### src/rtl/debounce_trigger_if.sv
// Signal bundle for debounce_trigger: raw input towards the conditioner,
// debounced level and single-cycle trigger pulse back out.
interface debounce_trigger_if;
  logic in_i;
  logic level_o;
  logic trig_o;

  modport master (
    output in_i,
    input  level_o,
    input  trig_o
  );

  modport slave (
    input  in_i,
    output level_o,
    output trig_o
  );
endinterface

### src/rtl/debounce_trigger.sv
// Two-flop synchroniser, debounce FSM with 32-bit down-counter and trigger pulse.
// Optional macro DEBOUNCE_TRIGGER_BOTH_EN: pulse on falling commits as well as rising.
module debounce_trigger #(
  parameter int unsigned DEBOUNCE = 20000
) (
  input  logic              clk,
  input  logic              reset,
  debounce_trigger_if.slave bus
);

  localparam logic [1:0] IDLE_LO = 2'd0;
  localparam logic [1:0] WAIT_HI = 2'd1;
  localparam logic [1:0] IDLE_HI = 2'd2;
  localparam logic [1:0] WAIT_LO = 2'd3;

  // Observation 1 happens in IDLE, so the WAIT count covers the remaining DEBOUNCE-1 samples.
  localparam logic [31:0] CNT_INIT = (DEBOUNCE > 32'd1) ? (DEBOUNCE - 32'd2) : 32'd0;
  localparam bit          INSTANT  = (DEBOUNCE == 32'd1);

  logic        sync1_q;
  logic        sync2_q;
  logic [1:0]  state_q, state_d;
  logic [31:0] cnt_q, cnt_d;
  logic        level_q, level_d;
  logic        trig_q, trig_d;
  logic        commit;
  logic        s;

  assign s = sync2_q;

  always_ff @(posedge clk) begin
    if (reset) begin
      sync1_q <= 1'b0;
      sync2_q <= 1'b0;
    end else begin
      sync1_q <= bus.in_i;
      sync2_q <= sync1_q;
    end
  end

  always_comb begin
    state_d = state_q;
    cnt_d   = cnt_q;
    level_d = level_q;
    trig_d  = 1'b0;
    commit  = 1'b0;

    case (state_q)
      IDLE_LO, IDLE_HI: begin
        if (s != level_q) begin
          if (INSTANT) begin
            commit = 1'b1;
          end else begin
            cnt_d   = CNT_INIT;
            state_d = level_q ? WAIT_LO : WAIT_HI;
          end
        end
      end
      WAIT_HI, WAIT_LO: begin
        if (s == level_q) begin
          state_d = level_q ? IDLE_HI : IDLE_LO;
        end else if (cnt_q == 32'd0) begin
          commit = 1'b1;
        end else begin
          cnt_d = cnt_q - 32'd1;
        end
      end
      default: begin
        state_d = level_q ? IDLE_HI : IDLE_LO;
      end
    endcase

    if (commit) begin
      level_d = s;
      state_d = s ? IDLE_HI : IDLE_LO;
`ifdef DEBOUNCE_TRIGGER_BOTH_EN
      trig_d  = 1'b1;
`else
      trig_d  = s;
`endif
    end
  end

  // Reset wins over a commit landing on the same edge.
  always_ff @(posedge clk) begin
    if (reset) begin
      state_q <= IDLE_LO;
      cnt_q   <= 32'd0;
      level_q <= 1'b0;
      trig_q  <= 1'b0;
    end else begin
      state_q <= state_d;
      cnt_q   <= cnt_d;
      level_q <= level_d;
      trig_q  <= trig_d;
    end
  end

  assign bus.level_o = level_q;
  assign bus.trig_o  = trig_q;

endmodule

### src/flat_wrapper.sv
// flat-port wrapper written by rule: the top's interface ports become plain ports
module debounce_trigger_flat 
#(
  parameter int unsigned DEBOUNCE = 20000
)
  (clk, reset, bus_in_i, bus_level_o, bus_trig_o);
  debounce_trigger_if bus_i ();
  input  logic clk;
  input  logic reset;
  input wire logic [$bits(bus_i.in_i)-1:0] bus_in_i;
  output wire logic [$bits(bus_i.level_o)-1:0] bus_level_o;
  output wire logic [$bits(bus_i.trig_o)-1:0] bus_trig_o;
  assign bus_i.in_i = bus_in_i;
  assign bus_level_o = bus_i.level_o;
  assign bus_trig_o = bus_i.trig_o;
  debounce_trigger #(.DEBOUNCE(DEBOUNCE)) u_core (.clk(clk), .reset(reset), .bus(bus_i));
endmodule
### config.mk
export PLATFORM = sky130hd
export DESIGN_NAME = debounce_trigger_flat
export DESIGN_NICKNAME = d
export VERILOG_FILES = /design/src/rtl/debounce_trigger_if.sv /design/src/rtl/debounce_trigger.sv /design/src/flat_wrapper.sv
export SDC_FILE = /design/constraint.sdc
export NUM_CORES = 1
export LEC_CHECK = 0
export ABC_CLOCK_PERIOD_IN_PS = 2700
export BUFFER_PORTS_ARGS = -buffer_cell sky130_fd_sc_hd__buf_2
export CORE_UTILIZATION = 43
export DETAILED_ROUTE_END_ITERATION = 8
export GPL_ROUTABILITY_DRIVEN = 0
export SYNTH_ARGS = -nofsm -noshare
export SYNTH_HDL_FRONTEND = slang
export SYNTH_SLANG_ARGS = --single-unit
### constraint.sdc
create_clock -name clk -period 2.7 [get_ports clk]
set_input_delay 0.54 -clock clk [delete_from_list [all_inputs] [get_ports clk]]
set_output_delay 0.54 -clock clk [all_outputs]
set_load 0.02 [all_outputs]
==> results.cfg, run 1 <==
[layout]
diodes = 0
final-instance-count-excl-fill = 301
areaGrowthSynthToFinish_pct = 8.30
finish.net_count = 253
layout-drive-gt1-share_pct = 14.5
fillerInstances = 449

[clock_network]
clk_latency_ns = 0.29
cts-root-buf = clkbuf_8
numCtsBuffers = 5
ctsHoldBuffers = 0
cts_tree = done
path_clk_slew_ns = 0.07
cts_resized = 0
htree_levels = 2
clockBufferDepth = 2
clock-sinks = 37
cts_post_setup_buffers_inserted = 0

[placed_design]
hpwlAfterDp_microns = 3350
dp.cells = 294
place_worst_setup_slack_ns = 0.226
portBuffers = 4

[setup_path]
crit_family = simple AND/OR/NAND/NOR gates
cpPeakStageDelay_ns = 0.56
path_cells = inv_1 > ha_1 > or4b_1 > nor4_2 > o311ai_4 > or4_1 > a21oi_1
crit_buf_inv = 1
slowest_stage = or4b_1
critPathLaunchType = flop
cp.arrival_ns = 2.71
critPathRequiredTime_ns = 2.92
critPathMaxFanout = 12
end_kind = flop
criticalPathCategory = flop to flop

[timing]
worst_slew_pin_slew_ns = 0.570
clock_skew_ns = 0.00701
drv_slew = 0
min_period_ns = 2.49
finalHoldViolations = 0
post-route-period-util_pct = 92.3
rsz0062_at_grt = no
setup-tns-final_ns = 0
fin_ws_ns = 0.208
max_freq_mhz = 401
relSlewSlack_pct = 61.7
setup_violations = 0

[synth]
syn_area_sq_um = 2080
async_flop_share_pct = 0
syn_area_per_cell_sq_um = 8.56
synth_common_cells = 37 x dfxtp_1, 22 x nor2_1, 15 x nand2_1
yosysWarnings = 0
yosysMostFrequentCell = dfxtp_1
synth_top_cell_area_share_pct = 35.6
synth.distinct_cells = 50
yosysSeqAreaShare_pct = 35.6
yosysTopAreaCell = dfxtp_1
netlist_top_cells_area = dfxtp_1 36%, or4_1 5.1%, nor2_1 4.0%, a21oi_1 3.4%, or3_1 3.0%
ys.flop_type = dfxtp_1
synth_cells = 243
synth_edf_count = 0
ys_ff_latch = 37
syn_nets = 247

[floorplan]
ios = 5
std_cell_rows = 24
die_h_microns = 71.6
die_w_microns = 71.6
initial_core_util_pct = 46.2
coreArea_sq_um = 4500
die_area_sq_um = 5120

[hold_path]
hp-class = flop to flop

[power_and_ir_drop]
seq_power_share_pct = 42.6
p_sw_uw = 470
pwr-share-clk_pct = 28.1
switching_share_pct = 33.3
peakVddDrop_uv = 262
p_int_uw = 940
power_uw = 1410
p_per_area_nw_per_um2 = 626
combPwrFrac_pct = 29.2
leakage_uw = 0.000850

[global_route]
overflow = 0
grt_pass1_wl_microns = 8230
grt_usage_pct = 20.7
grt_pass1_vias = 1638
antenna_found_initial = 0
grt_start_max_net_pins = 19

[drt]
wire_per_inst_microns = 15.9
drt_wl_total_microns = 4780
drcViolationCount = 0
vias_per_cell = 6.20
firstDrtPassIters = 4
drt-initial-drc-count = 104
num_vias = 1867
final_antenna_net_count = 0

[run_status]
status = finished, final reports clean

[run]
drv_cap = 0
-- worst reg2reg max path, stage by stage, from the launching register on --
cell,delay [ns]
dfxtp_1,0.34
inv_1,0.08
ha_1,0.18
or4b_1,0.56
nor4_2,0.39
o311ai_4,0.29
or4_1,0.45
a21oi_1,0.14
-- registers in the layout (all words and copies together), names as in the netlist --
register and flops:
u_core.cnt_q 32, u_core.s 1, u_core.sync1_q 1, u_core.state_q 1, u_core.bus.level_o 1, u_core.bus.trig_o 1
-- logic make-up (layout without fill, tap and decap cells) --
family | Yosys count | in the layout | synth area share (%)
DFF | 37 | 37 | 35.6
buffers and inverters | 20 | 26 | 4.45
AOI/OAI and AO/OA | 58 | 58 | 19.7
xor gates and xnor gates | 4 | 4 | 1.68
muxes | 6 | 6 | 2.89
and+or+nand+nor | 117 | 117 | 35.1
adders and majority gates | 1 | 1 | 0.601
-- layout make-up --
class | count | area, sq um | share of cell area [%]
Inverter | 5 | 18.8 | 0.833
Timing Repair Buffer | 14 | 95.1 | 4.22
Tap cell | 52 | 65.1 | 2.89
Multi-Input combinational cell | 186 | 1250 | 55.4
Clock buffer | 7 | 86.3 | 3.83
Sequential cell | 37 | 741 | 32.9
-- path summary, 6_finish.rpt --
path | start | end | slack (ns) | depth (start not counted)
worst max register to register | u_core.cnt_q[0] | u_core.cnt_q[20] | 0.21 | 7
worst min register to register | u_core.sync1_q | u_core.s | 0.45 | 1
worst min-delay path | u_core.sync1_q | u_core.s | 0.45 | 1
worst max-delay path | u_core.cnt_q[0] | u_core.cnt_q[20] | 0.21 | 7
-- power by group through the flow --
stage | Sequential [uW] | Clock, uW | Combinational [uW]
floorplan | 605 | 0 | 315
global route | 607 | 422 | 454
global placement | 614 | 0 | 409
finish | 601 | 397 | 412
CTS | 601 | 406 | 413
detailed placement | 613 | 0 | 411
-- through the flow --
step	area, sq um	utilization, %	hold slack, ns
global route	2250	50.0	0.479
finish	2250	50.0	0.446
CTS	2250	50.0	0.453
detailed placement	2170	48.1	0.429
floorplan	2080	-	0.414
global placement	2170	48.1	0.427
-- layer usage --
metal / up-vias / wire length (microns) / GRT usage (%)
met1: 876 / 2440 / 30.7
met4: 0 / 41 / 5.45
li1: 953 / - / -
met3: 4 / 234 / 3.80
met2: 34 / 2070 / 30.9
met5: - / 0 / 0
-- cell usage in the layout, fill, tap and decap left out, drive strengths merged, types with 4 or more instances in the layout --
| cell | instances |
|---|---|
| dfxtp | 37 |
| nor2 | 22 |
| or4 | 19 |
| nand2 | 16 |
| a21oi | 14 |
| buf | 14 |
| nor4 | 13 |
| o21ai | 11 |
| or3 | 10 |
| nor3 | 8 |
| nand3 | 7 |
| clkbuf | 7 |
| nand4 | 6 |
| mux2i | 6 |
| a211oi | 6 |
| inv | 5 |
| a31oi | 5 |
| o31ai | 5 |
| nand2b | 4 |
Power figures use the tool's default switching activity.
==> run 2: changes to the inputs <==
--- a/config.mk
+++ b/config.mk
@@ -6,7 +6,7 @@
 export NUM_CORES = 1
 export LEC_CHECK = 0
 export ABC_CLOCK_PERIOD_IN_PS = 2700
-export BUFFER_PORTS_ARGS = -buffer_cell sky130_fd_sc_hd__buf_2
+export BUFFER_PORTS_ARGS = -buffer_cell sky130_fd_sc_hd__buf_4
 export CORE_UTILIZATION = 43
 export DETAILED_ROUTE_END_ITERATION = 8
 export GPL_ROUTABILITY_DRIVEN = 0
==> run 2 against run 1 <==
Critical path depth is the same. Utilization rose by 0.28 points. Combinational power about the same.
==> results.cfg, run 2 (synthesis gave the netlist of run 1 again) <==
[clock_network]
ctsHoldBuffers = 0
htree_levels = 2
cts_resized = 0
cts_post_setup_buffers_inserted = 0
numCtsBuffers = 5
cts-root-buf = clkbuf_8
clk_latency_ns = 0.30
path_clk_slew_ns = 0.08
clockBufferDepth = 2
clock-sinks = 37
cts_tree = done

[timing]
clock_skew_ns = 0.0119
whs_ns = 0.449
setup-tns-final_ns = 0
min_period_ns = 2.47
relSlewSlack_pct = 61.6
finalHoldViolations = 0
drv_slew = 0
rsz0062_at_grt = no
post-route-period-util_pct = 91.4
worst_slew_pin_slew_ns = 0.572
max_freq_mhz = 405
setup_violations = 0
fin_ws_ns = 0.231

[drt]
drt-initial-drc-count = 111
num_vias = 1841
drt_wl_total_microns = 4760
drcViolationCount = 0
vias_per_cell = 6.12
firstDrtPassIters = 4
final_antenna_net_count = 0
wire_per_inst_microns = 15.8

[power_and_ir_drop]
peakVddDrop_uv = 343
pwr-share-clk_pct = 28.0
p_per_area_nw_per_um2 = 622
p_int_uw = 918
seq_power_share_pct = 42.8
p_sw_uw = 490
leakage_uw = 0.000842
combPwrFrac_pct = 29.2
switching_share_pct = 34.8

[global_route]
grt_pass1_vias = 1640
grt_usage_pct = 20.7
antenna_found_initial = 0
grt_pass1_wl_microns = 8170
overflow = 0
grt_start_max_net_pins = 19

[layout]
final_cell_mix = 37 x dfxtp_1, 22 x nor2_1, 15 x nand2_1
layout-drive-gt1-share_pct = 14.5
mostFrequentLayoutCell = dfxtp_1
fillerInstances = 434
largest_reg_flops = 32
finish.net_count = 252
areaGrowthSynthToFinish_pct = 8.90
diodes = 0
top_register = u_core.cnt_q

[run]
drv_cap = 0

[floorplan]
std_cell_rows = 24
die_w_microns = 71.6
die_h_microns = 71.6
coreArea_sq_um = 4500
ios = 5
initial_core_util_pct = 46.2
die_area_sq_um = 5120

[placed_design]
place_worst_setup_slack_ns = 0.202
hpwlAfterDp_microns = 3290
portBuffers = 4

[setup_path]
cp.arrival_ns = 2.63
critPathMaxFanout = 8
critPathLaunchType = flop
critPathRequiredTime_ns = 2.86
end_kind = flop
criticalPathCategory = flop to flop

[run_status]
status = finished, final reports clean

[hold_path]
hp-class = input port to flop
## run 2: critical path, cell delays in order (launching register included)
cell and delay [ns]:
dfxtp_1 0.35, inv_1 0.08, ha_1 0.18, or4b_1 0.59, nor4_1 0.44, and4_1 0.46
or4_1 0.17, a21oi_1 0.06
## run 2: metrics by stage
stage | utilization [%] | cells | power (uW) | instance area (sq um)
global placement | 48.2 | 293 | 1020 | 2170
global route | 50.3 | 301 | 1490 | 2270
finish | 50.3 | 301 | 1410 | 2270
CTS | 50.1 | 301 | 1410 | 2260
floorplan | - | 243 | 920 | 2080
detailed placement | 48.2 | 293 | 1020 | 2170
## run 2: layout make-up
class / instances / area, sq um / share of cell area [%]
inverter: 5 / 18.8 / 0.828
clock inverter: 2 / 15.0 / 0.663
multi-input combinational: 186 / 1260 / 55.4
clock buffer: 6 / 72.6 / 3.20
sequential: 37 / 741 / 32.7
tap: 52 / 65.1 / 2.87
timing repair buffer: 13 / 97.6 / 4.31
## run 2: final timing paths
check             depth (start not counted)  slack (ns)       startpoint          endpoint
hold reg to reg                           1        0.45   u_core.sync1_q          u_core.s
setup / recovery                          7        0.23  u_core.cnt_q[0]  u_core.cnt_q[19]
hold / removal                            2        0.45         bus_in_i    u_core.sync1_q
setup reg to reg                          7        0.23  u_core.cnt_q[0]  u_core.cnt_q[19]
## run 2: power by group through the flow
stage	combinational (uW)	sequential (uW)	clock, uW
2_1_floorplan	315	605	0
3_3_place_gp	407	614	0
3_5_place_dp	405	613	0
4_1_cts	407	601	404
5_1_grt	452	608	431
6_report	412	602	395
## run 2: layer usage
metal	wire [microns]	track usage (%)
met1	2570	30.5
met2	2010	29.4
met3	114	5.49
met5	0	0
met4	61	6.10
==> run 3: changes to the inputs <==
--- a/config.mk
+++ b/config.mk
@@ -5,6 +5,7 @@
 export SDC_FILE = /design/constraint.sdc
 export NUM_CORES = 1
 export LEC_CHECK = 0
+export ABC_AREA = 1
 export ABC_CLOCK_PERIOD_IN_PS = 2700
 export BUFFER_PORTS_ARGS = -buffer_cell sky130_fd_sc_hd__buf_4
 export CORE_UTILIZATION = 43
==> run 3 against run 2 <==
Flip-flop and latch count stayed put. Sequential share of layout area is 2.6 points lower. Utilization is 1.9 points lower. Synthesized area is 8.8% higher. Largest cell class unchanged. Routed wire length is 10% higher. Clock power is 29% higher. Clock skew is 0.0082 ns lower.
==> results.cfg, run 3 <==
[power_and_ir_drop]
power_uw = 1460
leakage_uw = 0.00117
p_per_area_nw_per_um2 = 594
peakVddDrop_uv = 255

[synth]
synth_common_cells = 99 x nand2_1, 94 x nor2_1, 38 x inv_1
syn_area_per_cell_sq_um = 6.12
synth.distinct_cells = 25
synth_cells = 370
ys.flop_type = dfxtp_1
ys_ff_latch = 37
synth_edf_count = 0
yosysWarnings = 0
netlist_top_cells_area = dfxtp_1 33%, nand2_1 16%, nor2_1 16%, inv_1 6.3%, nand3_1 5.5%
yosysMostFrequentCell = nand2_1
yosysSeqAreaShare_pct = 32.7
yosysTopAreaCell = dfxtp_1
syn_area_sq_um = 2260
synth_top_cell_area_share_pct = 32.7
async_flop_share_pct = 0
syn_nets = 374

[layout]
finish.net_count = 379
diodes = 0
largest_reg_flops = 32
mostFrequentLayoutCell = nand2_1
top_register = u_core.cnt_q
layout-drive-gt1-share_pct = 7.98
final_util_pct = 48.4
final-instance-count-excl-fill = 446
areaGrowthSynthToFinish_pct = 8.62
final_cell_mix = 99 x nand2_1, 94 x nor2_1, 38 x inv_1

[timing]
fin_ws_ns = 0.826
min_period_ns = 1.87
worst_slew_pin_slew_ns = 0.357
setup_violations = 0
clock_skew_ns = 0.00374
finalHoldViolations = 0
drv_slew = 0
rsz0062_at_grt = no
setup-tns-final_ns = 0
max_freq_mhz = 534
relSlewSlack_pct = 76.1
post-route-period-util_pct = 69.4

[setup_path]
criticalPathCategory = flop to flop
cp.arrival_ns = 2.06
reg2reg_from = u_core.cnt_q[0]
slowest_stage = dfxtp_1
reg2reg_depth = 11
critPathLaunchType = flop
critPathMaxFanout = 25
cp_common_cell = nand2_4
cpPeakStageDelay_ns = 0.32
regToRegSetupSlack_ns = 0.83
worstReg2RegEnd = u_core.cnt_q[12]
crit_buf_inv = 1
end_kind = flop
path_cells = inv_1 > ha_1 > nand2_4 > nor2_8 > nand2_4 > nor2_2 > nand2_4 > nand2_4 > o21ai_0 > nand2_1 > nor2_1
critPathRequiredTime_ns = 2.89
crit_family = simple AND/OR/NAND/NOR gates

[clock_network]
numCtsBuffers = 5
path_clk_slew_ns = 0.08
clockBufferDepth = 2
cts_resized = 0
clk_latency_ns = 0.29
cts_post_setup_buffers_inserted = 0
clock-sinks = 37
ctsHoldBuffers = 0
cts-root-buf = clkbuf_8
cts_tree = done
htree_levels = 2

[drt]
firstDrtPassIters = 4
drt_wl_total_microns = 5240
drt-initial-drc-count = 160
wire_per_inst_microns = 11.8
num_vias = 2126
drcViolationCount = 0
final_antenna_net_count = 0
vias_per_cell = 4.77

[hold_path]
worstHoldStart = u_core.sync1_q
whs_path_depth = 2
hp-class = flop to flop
holdPathEnd = u_core.s

[placed_design]
place_worst_setup_slack_ns = 0.819
dp.cells = 438
hpwlAfterDp_microns = 3800
portBuffers = 4

[floorplan]
coreArea_sq_um = 5070
std_cell_rows = 26
die_area_sq_um = 5560
die_h_microns = 74.6
initial_core_util_pct = 44.6
ios = 5
die_w_microns = 74.6

[run_status]
status = finished, final reports clean

[global_route]
grt_pass1_wl_microns = 8970
grt_start_max_net_pins = 29
overflow = 0
grt_usage_pct = 21.4
antenna_found_initial = 0
grt_pass1_vias = 1975

[run]
drv_cap = 0
run 3: cell count changes after synthesis, moves of 8 or more:
cell     change
nand2_1     +84
nor2_1      +72
inv_1       +33
nand3_1     +18
or4_1       -14
or3_1       -10
nor4_1       -8
run 3: kinds of logic after synthesis:
logic type / after synthesis / share of synthesized area, %
compound gates: 28 / 6.69
simple gates: 246 / 47.2
buf+inv: 48 / 9.01
flops: 37 / 32.7
xor+xnor: 10 / 3.87
fa+ha+maj: 1 / 0.553
run 3: worst min-delay path, cell delays in order (launching register included):
cell and delay, ns:
dfxtp_1 0.30, inv_1 0.04, nor2_1 0.03
run 3: worst max path at each step:
stage                               start  cells after the start  slack (ns)               end
after floorplan           u_core.cnt_q[0]                     12        1.04  u_core.cnt_q[24]
after global placement    u_core.cnt_q[0]                     11        0.87  u_core.cnt_q[12]
after detailed placement  u_core.cnt_q[0]                     11        0.82  u_core.cnt_q[21]
after CTS                 u_core.cnt_q[0]                     11        0.81  u_core.cnt_q[21]
after global routing      u_core.cnt_q[0]                     12        0.59  u_core.cnt_q[17]
final                     u_core.cnt_q[0]                     11        0.83  u_core.cnt_q[12]
run 3: cell type report:
type | instances | area [sq um]
clock buffers | 6 | 82.6
clock inverters | 2 | 37.5
fillers | 566 | 2620
inverters | 41 | 154
multi-input cells | 285 | 1320
flip-flops and latches | 37 | 741
well taps | 70 | 87.6
repair buffers | 5 | 37.5
run 3: where the power goes:
part | total, uW | switching [uW] | internal [uW]
Combinational | 365 | 244 | 121
Sequential | 584 | 19.4 | 565
Clock | 511 | 211 | 300
Total | 1460 | 474 | 986
run 3: metrics by stage:
stage | instance area (sq um) | hold WS [ns]
after detailed placement | 2340 | 0.398
after CTS | 2460 | 0.411
after global placement | 2340 | 0.398
final | 2460 | 0.411
after floorplan | 2260 | 0.388
after global routing | 2460 | 0.444
run 3: layer usage:
metal	vias up	track usage [%]	routed length, microns
met4	0	6.50	61
met3	6	4.07	212
met1	928	29.7	2650
li1	1161	-	-
met2	31	33.6	2320
met5	-	0	0
